===== src/rtl/txt_console_ctrl.sv =====
// txt_console_ctrl: text-console write engine (cursor, backspace, newline, scroll, clear)
// Optional TXT_LINE_END_EN: per-row line_end file used as the backspace-at-col-0 target
module txt_console_ctrl #(
   parameter int COLS      = 70,
   parameter int ROWS      = 30,
   parameter int COL_W     = 7,
   parameter int ROW_W     = 5,
   parameter int BLINK_DIV = 25000000
) (
   input  logic                   clk,
   input  logic                   reset,
   input  logic                   in_valid,
   input  logic [7:0]             in_ascii,
   output logic                   in_ready,
   output logic                   ram_we,
   output logic [COL_W+ROW_W-1:0] ram_waddr,
   output logic [7:0]             ram_wdata,
   output logic [COL_W+ROW_W-1:0] cursor_addr,
   output logic [ROW_W-1:0]       scroll_base,
   output logic                   cursor_on
);
   localparam logic [COL_W-1:0] LC = COL_W'(COLS - 1);
   localparam logic [ROW_W-1:0] LR = ROW_W'(ROWS - 1);
   localparam int BW = $clog2(BLINK_DIV + 1);
   typedef enum logic [1:0] {CLEAR_ALL, IDLE, CLEAR_ROW} state_t;
   state_t state, state_n;
   logic [COL_W-1:0] cur_col, cur_col_n, clr_col, clr_col_n, bs_tgt, le_val;
   logic [ROW_W-1:0] cur_row, cur_row_n, clr_row, clr_row_n, sb_n, phys, phys_up, le_idx;
   logic [COL_W+ROW_W-1:0] waddr_n;
   logic [7:0] wdata_n;
   logic [BW-1:0] blink_cnt;
   logic we_n, le_we, nl, xfer;

   function automatic logic [ROW_W-1:0] wrap_add(input logic [ROW_W-1:0] a, input logic [ROW_W-1:0] b);
      logic [ROW_W:0] s;
      s = {1'b0, a} + {1'b0, b};
      return s >= (ROW_W+1)'(ROWS) ? ROW_W'(s - (ROW_W+1)'(ROWS)) : s[ROW_W-1:0];
   endfunction

   assign phys        = wrap_add(scroll_base, cur_row);
   assign phys_up     = wrap_add(scroll_base, cur_row - 1'b1);
   assign in_ready    = state == IDLE;
   assign xfer        = in_valid & in_ready;
   assign cursor_addr = {cur_col, phys};

`ifdef TXT_LINE_END_EN
   logic [COL_W-1:0] line_end [ROWS];
   always_ff @(posedge clk or posedge reset)
      if (reset)
         for (int i = 0; i < ROWS; i++) line_end[i] <= '0;
      else if (state == CLEAR_ALL)
         for (int i = 0; i < ROWS; i++) line_end[i] <= '0;
      else if (le_we)
         line_end[le_idx] <= le_val;
   assign bs_tgt = line_end[phys_up];
`else
   logic unused_le;
   assign unused_le = ^{le_we, le_idx, le_val};
   assign bs_tgt = LC;
`endif

   always_comb begin
      state_n   = state;
      cur_col_n = cur_col;
      cur_row_n = cur_row;
      sb_n      = scroll_base;
      clr_col_n = clr_col;
      clr_row_n = clr_row;
      we_n      = 1'b0;
      waddr_n   = {cur_col, phys};
      wdata_n   = 8'h20;
      le_we     = 1'b0;
      le_idx    = phys;
      le_val    = cur_col;
      nl        = 1'b0;
      case (state)
         CLEAR_ALL: begin
            we_n      = 1'b1;
            waddr_n   = {clr_col, clr_row};
            clr_col_n = clr_col == LC ? '0 : clr_col + 1'b1;
            clr_row_n = clr_col != LC ? clr_row : clr_row == LR ? '0 : clr_row + 1'b1;
            state_n   = clr_col == LC && clr_row == LR ? IDLE : CLEAR_ALL;
         end
         CLEAR_ROW: begin
            we_n      = 1'b1;
            waddr_n   = {clr_col, clr_row};
            le_we     = 1'b1;
            le_idx    = clr_row;
            le_val    = '0;
            clr_col_n = clr_col == LC ? '0 : clr_col + 1'b1;
            state_n   = clr_col == LC ? IDLE : CLEAR_ROW;
         end
         default: if (xfer) begin
            if (in_ascii >= 8'h20 && in_ascii <= 8'h7E) begin
               we_n    = 1'b1;
               wdata_n = in_ascii;
               le_we   = cur_col == LC;
               nl      = cur_col == LC;
               cur_col_n = cur_col + 1'b1;
            end else if (in_ascii == 8'h0D || in_ascii == 8'h0A) begin
               le_we = 1'b1;
               nl    = 1'b1;
            end else if (in_ascii == 8'h08) begin
               if (cur_col != '0) begin
                  cur_col_n = cur_col - 1'b1;
                  we_n      = 1'b1;
                  waddr_n   = {cur_col - 1'b1, phys};
               end else if (cur_row != '0) begin
                  cur_row_n = cur_row - 1'b1;
                  cur_col_n = bs_tgt;
                  we_n      = 1'b1;
                  waddr_n   = {bs_tgt, phys_up};
               end
            end else if (in_ascii == 8'h0C) begin
               state_n   = CLEAR_ALL;
               cur_col_n = '0;
               cur_row_n = '0;
               sb_n      = '0;
               clr_col_n = '0;
               clr_row_n = '0;
            end
            // the old top physical row becomes the new bottom line and must be blanked
            if (nl) begin
               cur_col_n = '0;
               cur_row_n = cur_row == LR ? LR : cur_row + 1'b1;
               if (cur_row == LR) begin
                  sb_n      = wrap_add(scroll_base, ROW_W'(1));
                  state_n   = CLEAR_ROW;
                  clr_col_n = '0;
                  clr_row_n = scroll_base;
               end
            end
         end
      endcase
   end

   always_ff @(posedge clk or posedge reset)
      if (reset) begin
         state       <= CLEAR_ALL;
         cur_col     <= '0;
         cur_row     <= '0;
         scroll_base <= '0;
         clr_col     <= '0;
         clr_row     <= '0;
         ram_we      <= 1'b0;
         ram_waddr   <= '0;
         ram_wdata   <= 8'h20;
      end else begin
         state       <= state_n;
         cur_col     <= cur_col_n;
         cur_row     <= cur_row_n;
         scroll_base <= sb_n;
         clr_col     <= clr_col_n;
         clr_row     <= clr_row_n;
         ram_we      <= we_n;
         ram_waddr   <= waddr_n;
         ram_wdata   <= wdata_n;
      end

   always_ff @(posedge clk or posedge reset)
      if (reset) begin
         blink_cnt <= '0;
         cursor_on <= 1'b1;
      end else if (xfer) begin
         blink_cnt <= '0;
         cursor_on <= 1'b1;
      end else if (blink_cnt == BW'(BLINK_DIV - 1)) begin
         blink_cnt <= '0;
         cursor_on <= ~cursor_on;
      end else
         blink_cnt <= blink_cnt + 1'b1;
endmodule


===== config.mk =====
export PLATFORM = sky130hd
export DESIGN_NAME = txt_console_ctrl
export DESIGN_NICKNAME = d
export VERILOG_FILES = /design/src/rtl/txt_console_ctrl.sv
export SDC_FILE = /design/constraint.sdc
export NUM_CORES = 1
export LEC_CHECK = 0
export ABC_AREA = 0
export BUFFER_PORTS_ARGS = -buffer_cell sky130_fd_sc_hd__buf_2
export CELL_PAD_IN_SITES_DETAIL_PLACEMENT = 1
export CELL_PAD_IN_SITES_GLOBAL_PLACEMENT = 1
export CORE_MARGIN = 2
export CORE_UTILIZATION = 49
export DETAILED_ROUTE_END_ITERATION = 7
export GPL_TIMING_DRIVEN = 0
export MAX_ROUTING_LAYER = met4
export PLACE_DENSITY_LB_ADDON = 0.1
export SLEW_MARGIN = 20
export SYNTH_ARGS = -nofsm -noshare
export SYNTH_HDL_FRONTEND = slang
export SYNTH_SLANG_ARGS = --single-unit

===== constraint.sdc =====
create_clock -name clk -period 4.62 [get_ports clk]
set_clock_uncertainty 0.15 [all_clocks]
set_input_delay 0.693 -clock clk [delete_from_list [all_inputs] [get_ports clk]]
set_output_delay 0.693 -clock clk [all_outputs]
set_load 0.02 [all_outputs]

==> Word-level counts from Yosys, hierarchy flattened <==
Index checks and enable logic that the tools add are counted.
{ "word_totals": {"word_cells": 147, "regBits": 78, "mem_count": 0, "latchBits": 0, "romBits": 0, "out_inout_bits": 40, "mem_bits_rw": 0, "inputBits": 11} }
{ "classes": {"order_cmp": 5, "mux": 78, "n_eq_ne": 19, "add_sub_neg": 13, "n_shift": 0, "div_mod_pow": 0, "reduce_logical": 17, "n_bitwise": 4, "n_mul": 0} }
{ "ops": {"columns": ["operator", "count"], "rows": [
  ["5-bit 2-to-1 mux", 26],
  ["7-bit 2-to-1 mux", 16],
  ["12-bit 2-to-1 mux", 7],
  ["25-bit 2-to-1 mux", 2],
  ["8-bit by 4-bit == test with 1-bit output, second input constant", 4],
  ["25-bit by 1-bit adder with 25-bit output, second input constant", 1],
  ["25-bit == test, second input constant", 1],
  ["8-bit 2-to-1 mux", 3],
  ["6-bit by 5-bit >= comparator with 1-bit output, second input constant", 3],
  ["2-bit 2-to-1 mux", 8],
  ["5-bit subtractor, second input constant", 3],
  ["7-bit by 1-bit adder with 7-bit output, second input constant", 2],
  ["7-bit == test, second input constant", 2],
  ["1-bit 2-to-1 mux", 14],
  ["5-bit by 5-bit adder with 6-bit output", 2],
  ["5-bit by 1-bit adder with 5-bit output, second input constant", 2],
  ["5-bit == test, second input constant", 2],
  ["5-bit one-hot mux with 2 select lines", 1],
  ["8-bit by 6-bit >= comparator with 1-bit output, second input constant", 1],
  ["8-bit by 7-bit <= comparator with 1-bit output, second input constant", 1],
  ["7-bit inequality test, second input constant", 1],
  ["7-bit AND reduction", 1],
  ["7-bit nonzero test", 1],
  ["7-bit by 1-bit subtractor with 7-bit output, second input constant", 1],
  ["23 further kinds", 31]
]} }

==> Depth between registers and ports, before layout <==
Gate-level depths: netlist of run 1.
{ "depth": {"word_depth": 11, "mapped_depth": 10, "ltp_nobuf": 10} }

==> Worst setup path before layout of run 1 <==
OpenSTA, ideal clock, no wires.
{ "synth_timing": {"kind": "reg-to-output", "start": "register scroll_base[0]", "end": "output port cursor_addr[2]", "required_time_ns": 3.777, "path_buffers": 0, "setup_slack_ns": 1.495, "arrival_ns": 2.282, "stages_incl_launch_ff": 9, "cell_sequence": "dfrtp_1 > ha_1 > inv_1 > fa_1 > nand2b_1 > o2bb2ai_1 > xnor2_1 > a21oi_1 > mux2_2"} }
{ "synth_between": {"elab_chain_len": 3} }
{ "synth_rtl": {"columns": ["item", "line", "text"], "rows": [
  ["start: declaration", "19", "output logic [ROW_W-1:0] scroll_base,"],
  ["start signal: assignment", "152", "scroll_base <= sb_n;"],
  ["5-bit by 5-bit adder with 6-bit output (*)", "36", "s = {1'b0, a} + {1'b0, b};"],
  ["5-bit subtractor or 6-bit by 5-bit >= comparator with 1-bit output (tied branches)", "37", "return s >= (ROW_W+1)'(ROWS) ? ROW_W'(s - (ROW_W+1)'(ROWS)) : s[ROW_W-1:0];"],
  ["5-bit 2-to-1 mux (*)", "37", null],
  ["end: declaration", "18", "output logic [COL_W+ROW_W-1:0] cursor_addr,"]
]} }
Every way passes the cells marked *; elsewhere a longest branch is shown, timed or not.

==> Final worst setup path of run 1 <==
Same ends and word-level chain as after synthesis.

==> results of run 1 <==
[critical path: stages, from the launching register on]
cell and delay [ns]:
dfrtp_1 0.61, ha_1 0.25, inv_1 0.06, fa_1 0.40, nand2b_1 0.16, o2bb2ai_1 0.18, xnor2_1 0.18, a21oi_1 0.21
mux2_2 0.39, buf_2 0.17
[per-stage QoR]
stage	power [mW]	cells	hold slack [ns]	utilization [%]	worst slack, ns
2_1_floorplan	0.7174	552	0.3210	-	1.495
3_3_place_gp	0.7315	735	0.3556	55.19	0.8306
3_5_place_dp	0.7359	736	0.3583	55.49	1.185
4_1_cts	1.318	752	0.1739	57.76	0.7856
5_1_grt	1.351	752	0.1840	57.76	0.5517
6_report	1.308	752	0.1735	57.76	0.8238
[final timing paths]
kind                                   to  slack (ns)  depth (start not counted)
setup / recovery           cursor_addr[2]        0.82                          9
hold / removal                 cur_col[2]        0.17                          2
setup reg to reg             ram_waddr[3]        1.48                         10
hold reg to reg              blink_cnt[0]        0.38                          1
max in group asynchronous       cursor_on        3.53                          3
min in group clk             blink_cnt[0]        0.38                          1
[state kept, by name, indices dropped and copies added, names as in the netlist, 2 cells and up]
name / cells
blink_cnt: 25
ram_waddr: 12
ram_wdata: 8
clr_col: 7
cur_col: 7
clr_row: 5
cur_row: 5
scroll_base: 5
state: 2
[cell usage in the layout, fill, tap and decap left out, drive strengths merged, types with 3 or more instances in the layout]
cell / Yosys / final
o31ai: 6 / 6
mux2: 4 / 4
and2: 5 / 5
a211oi: 7 / 7
and4: 3 / 3
ha: 27 / 27
nor4: 4 / 4
a31oi: 7 / 7
dfrtp: 76 / 76
nor3: 17 / 17
o21ai: 27 / 27
o22ai: 4 / 4
a221o: 8 / 8
clkbuf: 6 / 17
a21o: 3 / 3
nand3: 28 / 28
and3: 18 / 18
xor2: 22 / 22
nand4: 9 / 9
nand2b: 4 / 4
or2: 3 / 3
nor2b: 3 / 3
nor3b: 5 / 5
nor2: 64 / 64
nand2: 42 / 42
inv: 28 / 28
clkinv: 1 / 4
o221ai: 3 / 3
a211o: 3 / 3
buf: 15 / 66
a21oi: 26 / 26
or3: 6 / 6
xnor2: 23 / 23
[power by group through the flow]
stage	clock, mW	sequential (mW)	combinational [mW]
3_3_place_gp	0	0.696	0.0353
4_1_cts	0.596	0.683	0.0399
6_report	0.586	0.683	0.0390
5_1_grt	0.624	0.683	0.0445
3_5_place_dp	0	0.696	0.0398
2_1_floorplan	0	0.697	0.0206
[metal layers]
| metal | global-route usage (%) | wire length, um |
|---|---|---|
| met5 | - | 0 |
| met4 | 6.667 | 187 |
| met3 | 4.143 | 426 |
| met2 | 45.44 | 6954 |
| met1 | 32.30 | 6056 |
[final cells by class]
| cell class | count | area (um^2) | share of cell area [%] |
|---|---|---|---|
| plain buffers | 21 | 123.9 | 2.174 |
| inverters | 29 | 111.4 | 1.954 |
| multi-input cells | 424 | 2840 | 49.85 |
| flip-flops and latches | 78 | 1954 | 34.30 |
| well taps | 133 | 166.4 | 2.921 |
| repair buffers | 51 | 277.8 | 4.875 |
| clock buffers | 11 | 141.4 | 2.481 |
| clock inverters | 5 | 82.58 | 1.449 |
[kinds of logic after synthesis]
logic type | count (synthesis) | share of synthesized area, %
AOI/OAI and AO/OA | 120 | 16.43
xor gates and xnor gates | 45 | 7.840
adders and majority gates | 30 | 7.715
buffers and inverters | 50 | 4.629
DFF | 78 | 38.87
muxes | 6 | 1.369
other | 1 | 0.07459
and+or+nand+nor | 222 | 23.07
==> results.cfg, run 1 <==
[run_status]
status = complete, no violations

[synth]
ys_async_sr_fraction_pct = 100.0
yosysWarnings = 0
synthTopCellsByArea = dfrtp_1 38%, ha_1 6.7%, nor2_1 4.7%, xnor2_1 4.0%, xor2_1 3.8%
syn_area_um2 = 5027
synth_edf_count = 0
ys.flop_type = dfrtp_1
ys_types = 79
synthTopCellsByCount = 76 x dfrtp_1, 63 x nor2_1, 42 x nand2_1
synth_top_area_cell = dfrtp_1
synthDominantCellAreaShare_pct = 37.83
ys_ff_latch = 78
syn-mean-instance-area_um2 = 9.107
yosysSeqAreaShare_pct = 38.88
yosysMostFrequentCell = dfrtp_1
synth_nets = 592
synthCells = 552

[routing]
finalWirelength_mm = 13.62
wl_per_cell_um = 18.12
vias = 4450
drtIter0Drc = 191
drtAntennaViolNets = 0
drc = 0
via_per_inst = 5.918
first_pass_iters = 5

[grt]
grt_pass1_wl_mm = 22.89
grt.total_usage_pct = 26.33
grt_max_degree = 53
grt_overflow_total = 0
grt_pass1_vias = 4655
antenna_found_initial = 0

[timing]
final.setup.tns_ns = 0
max_freq_mhz = 263.4
setup_viol_count_final = 0
max_slew_margin_pct = 44.96
finalHoldViolCount = 0
fin_crit_sh_pct = 82.17
tightest_slew_ns = 0.8141
rsz0062_at_grt = no
period_minus_slack_ns = 3.796
drv_slew = 0

[placed_design]
postPlaceCellArea_um2 = 5474
port_buffers = 50
routabilityCongestion = 0.8394
dpl.hpwl_mm = 10.34

[power]
powerDensity_nw_per_um2 = 229.5
clockPowerShare_pct = 44.8
peakVddDrop_mv = 0.1546
netSwitchingFraction_pct = 22.45
p_leak_nw = 2.791
power.net_switching_mw = 0.2936
intPower_mw = 1.014
p_comb_share_pct = 3.0
p_seq_share_pct = 52.2

[critical_path]
cp.required_ns = 3.78
worst_setup_path_end_kind = primary output
crit_type = flop to primary output
cp-start-kind = flop
crit_path_max_fanout = 12
worstPathArrival_ns = 2.95
startpoint = scroll_base[0]
r2r_start = cur_row[0]

[clock_network]
postCtsSetupBuffers = 0
root_buffer = clkbuf_8
path_clk_slew_ns = 0.09
cts_hold_buffers = 0
cts_resized = 0
cts_tree = yes
clkSinkCount = 78
cts.htree.levels = 3
clk_latency_ns = 0.36
clk_path_buf_depth = 2
cts-buffers-inserted = 9

[cells_and_area]
synthToLayoutAreaGrowth_pct = 13.34
nFillCells = 1189
fin_area_um2 = 5698
layout.nets = 654
drive_above_1_share_pct = 17.12
antenna_cells = 0

[die]
dieWidth_um = 105.3
rows = 36
initial_core_util_pct = 50.96
die-area_um2 = 11090
boundaryPins = 51
die_h_um = 105.3
core-area_um2 = 9864

[worst_hold_path]
min_path_type = primary input to asynchronous set/reset pin

[run]
max-cap-violations = 0
(Power assumes the default switching activity.)
==> inputs of run 2 (changes only) <==
--- a/config.mk
+++ b/config.mk
@@ -10,7 +10,7 @@
 export CELL_PAD_IN_SITES_DETAIL_PLACEMENT = 1
 export CELL_PAD_IN_SITES_GLOBAL_PLACEMENT = 1
 export CORE_MARGIN = 2
-export CORE_UTILIZATION = 49
+export CORE_UTILIZATION = 46
 export DETAILED_ROUTE_END_ITERATION = 7
 export GPL_TIMING_DRIVEN = 0
 export MAX_ROUTING_LAYER = met4
==> constraint.sdc (replaced) <==
create_clock -name clk -period 3.5 [get_ports clk]
set_clock_uncertainty 0.15 [all_clocks]
set_input_delay 0.525 -clock clk [delete_from_list [all_inputs] [get_ports clk]]
set_output_delay 0.525 -clock clk [all_outputs]
set_load 0.02 [all_outputs]
==> results.cfg, run 2 (synthesis results as in run 1) <==
[routing]
vias = 4400
first_pass_iters = 4
finalWirelength_mm = 14.08
wl_per_cell_um = 18.37
via_per_inst = 5.744
drc = 0
drtIter0Drc = 224
drtAntennaViolNets = 0

[cells_and_area]
drive_above_1_share_pct = 18.85
mostFrequentLayoutCells = 72 x dfrtp_1, 63 x nor2_1, 58 x buf_2, 42 x nand2_1
finish.utilization_pct = 53.75
final_common_cell = dfrtp_1
multi_input_area_um2 = 2851
nFillCells = 1283
largest_register_ffs = 25
synthToLayoutAreaGrowth_pct = 14.88
antenna_cells = 0
fin_cells = 766
top_regs = blink_cnt (25), ram_waddr (12), ram_wdata (8)
layout.nets = 661
fin_area_um2 = 5776
top_register = blink_cnt
seq_area_um2 = 1959

[critical_path]
worstPathArrival_ns = 2.71
crit_path_max_fanout = 10
cp-start-kind = flop
cp.required_ns = 2.82
crit_chain = ha_1, or2_2, a21oi_1, nor3_4, a21oi_2, mux2_2, buf_2
max_stage_delay_ns = 0.51
path_buf_inv = 1
crit_type = flop to primary output
worst_setup_path_end_kind = primary output
path_delay_family = flip-flops
crit_slowest_cell = dfrtp_2

[clock_network]
clkSinkCount = 78
root_buffer = clkbuf_8
path_clk_slew_ns = 0.08
cts.htree.levels = 3
cts_tree = yes
clk_latency_ns = 0.38
cts-buffers-inserted = 9
clk_path_buf_depth = 2

[grt]
grt_pass1_vias = 4670
grt.total_usage_pct = 26.15
antenna_found_initial = 0
grt_overflow_total = 0
grt_pass1_wl_mm = 23.54
grt_max_degree = 56

[die]
rows = 38
die_h_um = 108.5
dieWidth_um = 108.5
core-area_um2 = 10750
die-area_um2 = 11780
boundaryPins = 51
initial_core_util_pct = 46.79

[run]
max-cap-violations = 0

[power]
power_mw = 1.727
peakVddDrop_mv = 0.2293
powerDensity_nw_per_um2 = 299.0
p_leak_nw = 2.820

[placed_design]
place_inst = 743
port_buffers = 50
routabilityCongestion = 0.8589
dpl.hpwl_mm = 10.41
postPlaceCellArea_um2 = 5483

[timing]
period_minus_slack_ns = 3.384
finalHoldViolCount = 0
rsz0062_at_grt = no
max_freq_mhz = 295.5
tightest_slew_ns = 0.8402
max_slew_margin_pct = 43.20
fin_crit_sh_pct = 96.70
setup_viol_count_final = 0
drv_slew = 0

[worst_hold_path]
min_path_type = primary input to flop

[run_status]
status = complete, no violations
-- run 2: cell types whose count changed in the layout (fill, tap and decap cells not counted), sizes merged --
cell	previous run	this run
inv	28	29
clkinv	4	3
buf	66	72
dlygate4sd3	0	1
clkinvlp	0	1
clkbuf	17	16
-- run 2: per-stage QoR --
stage / setup slack (ns) / hold slack [ns] / setup TNS, ns
floorplan: 0.5429 / 0.3210 / 0
global placement: -0.1195 / 0.3519 / -8.691
detailed placement: 0.1796 / 0.3716 / 0
CTS: 0.02342 / 0.2180 / 0
global route: 0.009802 / 0.2358 / 0
finish: 0.1156 / 0.2361 / 0
-- run 2: path summary, 6_finish.rpt --
kind,start,endpoint,slack (ns),depth (start not counted)
min,in_ascii[5],ram_wdata[5],0.24,2
max reg2reg,cur_row[1],ram_waddr[3],0.41,10
min reg2reg,blink_cnt[0],blink_cnt[0],0.38,1
min in group asynchronous,reset,cur_col[0],0.52,3
max in group asynchronous,reset,cursor_on,2.04,4
max,scroll_base[2],cursor_addr[2],0.12,7
-- run 2: layout make-up --
| cell class | instances | area share (%) |
|---|---|---|
| Buffer | 21 | 2.145 |
| Clock buffer | 10 | 2.210 |
| Clock inverter | 6 | 1.625 |
| Inverter | 29 | 1.928 |
| Multi-Input combinational cell | 424 | 49.37 |
| Sequential cell | 78 | 33.93 |
| Tap cell | 140 | 3.033 |
| Timing Repair Buffer | 58 | 5.763 |
-- run 2: per-layer routing --
layer  vias up  share of wire (%)  wire [um]  global-route usage [%]
li1       2109                  -          -                       -
met5         -                  0          0                       -
met1      2212                 45       6397                   32.49
met2        64                 50       7047                   44.69
met4         0                1.1        161                   5.678
met3        15                3.3        469                   4.521
-- run 2: what timing repair did --
item,in CTS,in global routing
endpoints found under the setup margin,3,3
endpoints found under the hold margin,22,0
hold buffers,1,0
pin swaps,0,2
resized for setup,5,1
buffers inserted,3,3
-- run 2: where the power goes --
part	total, mW	internal [mW]	switching, mW
combinational	0.0537	0.0154	0.0383
clock	0.772	0.407	0.365
sequential	0.901	0.901	0.000190
==> inputs of run 3 (changes only) <==
==> constraint.sdc (replaced) <==
create_clock -name clk -period 3.3 [get_ports clk]
set_clock_uncertainty 0.15 [all_clocks]
set_input_delay 0.495 -clock clk [delete_from_list [all_inputs] [get_ports clk]]
set_output_delay 0.495 -clock clk [all_outputs]
set_load 0.02 [all_outputs]
==> results.cfg, run 3 (synthesis results as in run 1) <==
[run_status]
status = complete, no violations

[cells_and_area]
top_register = blink_cnt
largest_register_ffs = 25
fin_area_um2 = 5828
final_common_cell = dfrtp_1
layout.nets = 663
finish.utilization_pct = 54.24
antenna_cells = 0
top_regs = blink_cnt (25), ram_waddr (12), ram_wdata (8)
nFillCells = 1279
fin_cells = 768
synthToLayoutAreaGrowth_pct = 15.93
mostFrequentLayoutCells = 72 x dfrtp_1, 63 x nor2_1, 57 x buf_2, 42 x nand2_1, 27 x ha_1
drive_above_1_share_pct = 20.06
multi_input_area_um2 = 2883
seq_area_um2 = 1959

[die]
dieWidth_um = 108.5
core-area_um2 = 10750
die_h_um = 108.5
die-area_um2 = 11780
initial_core_util_pct = 46.79
rows = 38
boundaryPins = 51

[routing]
first_pass_iters = 4
vias = 4427
via_per_inst = 5.764
drc = 0
drtIter0Drc = 280
wl_per_cell_um = 18.44
finalWirelength_mm = 14.16
drtAntennaViolNets = 0

[clock_network]
cts-buffers-inserted = 9
path_clk_slew_ns = 0.08
clk_path_buf_depth = 2
root_buffer = clkbuf_8
clkSinkCount = 78
cts.htree.levels = 3
cts_tree = yes
clk_latency_ns = 0.38

[grt]
antenna_found_initial = 0
grt_pass1_wl_mm = 23.71
grt_overflow_total = 0
grt_max_degree = 56
grt.total_usage_pct = 26.40
grt_pass1_vias = 4713

[timing]
max_slew_margin_pct = 43.11
setup_viol_count_final = 0
tightest_slew_ns = 0.8415
setup_ws_ns = 0.1254
final.setup.tns_ns = 0
period_minus_slack_ns = 3.175
fin_crit_sh_pct = 96.20
max_freq_mhz = 315.0
finalHoldViolCount = 0
whs_ns = 0.2056
drv_slew = 0
rsz0062_at_grt = yes

[critical_path]
worstPathArrival_ns = 2.53
cp.required_ns = 2.65
crit_type = flop to primary output
crit_path_max_fanout = 4
worst_setup_path_end_kind = primary output
cp-start-kind = flop

[placed_design]
place_inst = 743
postPlaceCellArea_um2 = 5483
pre_cts_ws_ns = 0.009573
port_buffers = 50
routabilityCongestion = 0.8589
dpl.hpwl_mm = 10.41

[worst_hold_path]
min_path_type = primary input to flop

[power]
powerDensity_nw_per_um2 = 314.3
p_leak_nw = 2.842
power_mw = 1.832
peakVddDrop_mv = 0.2451

[run]
max-cap-violations = 0
[run 3: where the power goes]
group	leakage, nW	switching (mW)	internal, mW	total [mW]
clock	0.107	0.387	0.431	0.819
sequential	1.00	0.000202	0.956	0.956
combinational	1.73	0.0409	0.0163	0.0572
[run 3: layout make-up]
type / instances / area share [%]
flip-flops and latches: 78 / 33.62
plain buffers: 21 / 2.125
well taps: 140 / 3.006
clock buffers: 10 / 2.190
clock inverters: 6 / 1.610
repair buffers: 60 / 6.076
inverters: 29 / 1.911
multi-input cells: 424 / 49.46
[run 3: repair_timing]
action / 4_1_cts / 5_1_grt
setup endpoints to repair: 4 / 4
pin swaps: 2 / 4
hold buffers: 1 / 0
gates resized for setup: 9 / 6
endpoints found under the hold margin: 22 / 0
cloned: 0 / 0
setup buffers: 8 / 1
[run 3: routing by layer]
metal  vias up  track usage [%]  wire (um)  part of all wire [%]
li1       2118                -          -                     -
met1      2235            32.70       6494                    46
met2        62            45.09       7118                    50
met3        12            4.641        416                   2.9
met4         0            5.861        134                  0.95
met5         -                -          0                     0
[run 3: path summary, 6_finish.rpt]
check,slack (ns),endpoint,start,cells after the start
setup / recovery,0.13,cursor_addr[2],scroll_base[2],7
max in group asynchronous,1.88,cursor_on,reset,4
hold reg to reg,0.38,blink_cnt[0],blink_cnt[0],1
setup reg to reg,0.28,ram_waddr[1],cur_row[0],11
hold / removal,0.21,ram_wdata[5],in_ascii[5],2
min in group asynchronous,0.49,cur_col[2],reset,3
[run 3: critical path: stages (launching register included)]
cell and delay, ns:
dfrtp_2 0.44, ha_1 0.36, or2_2 0.33, and3_4 0.20, o22a_1 0.20, a21oi_2 0.16
mux2_4 0.34, buf_6 0.14
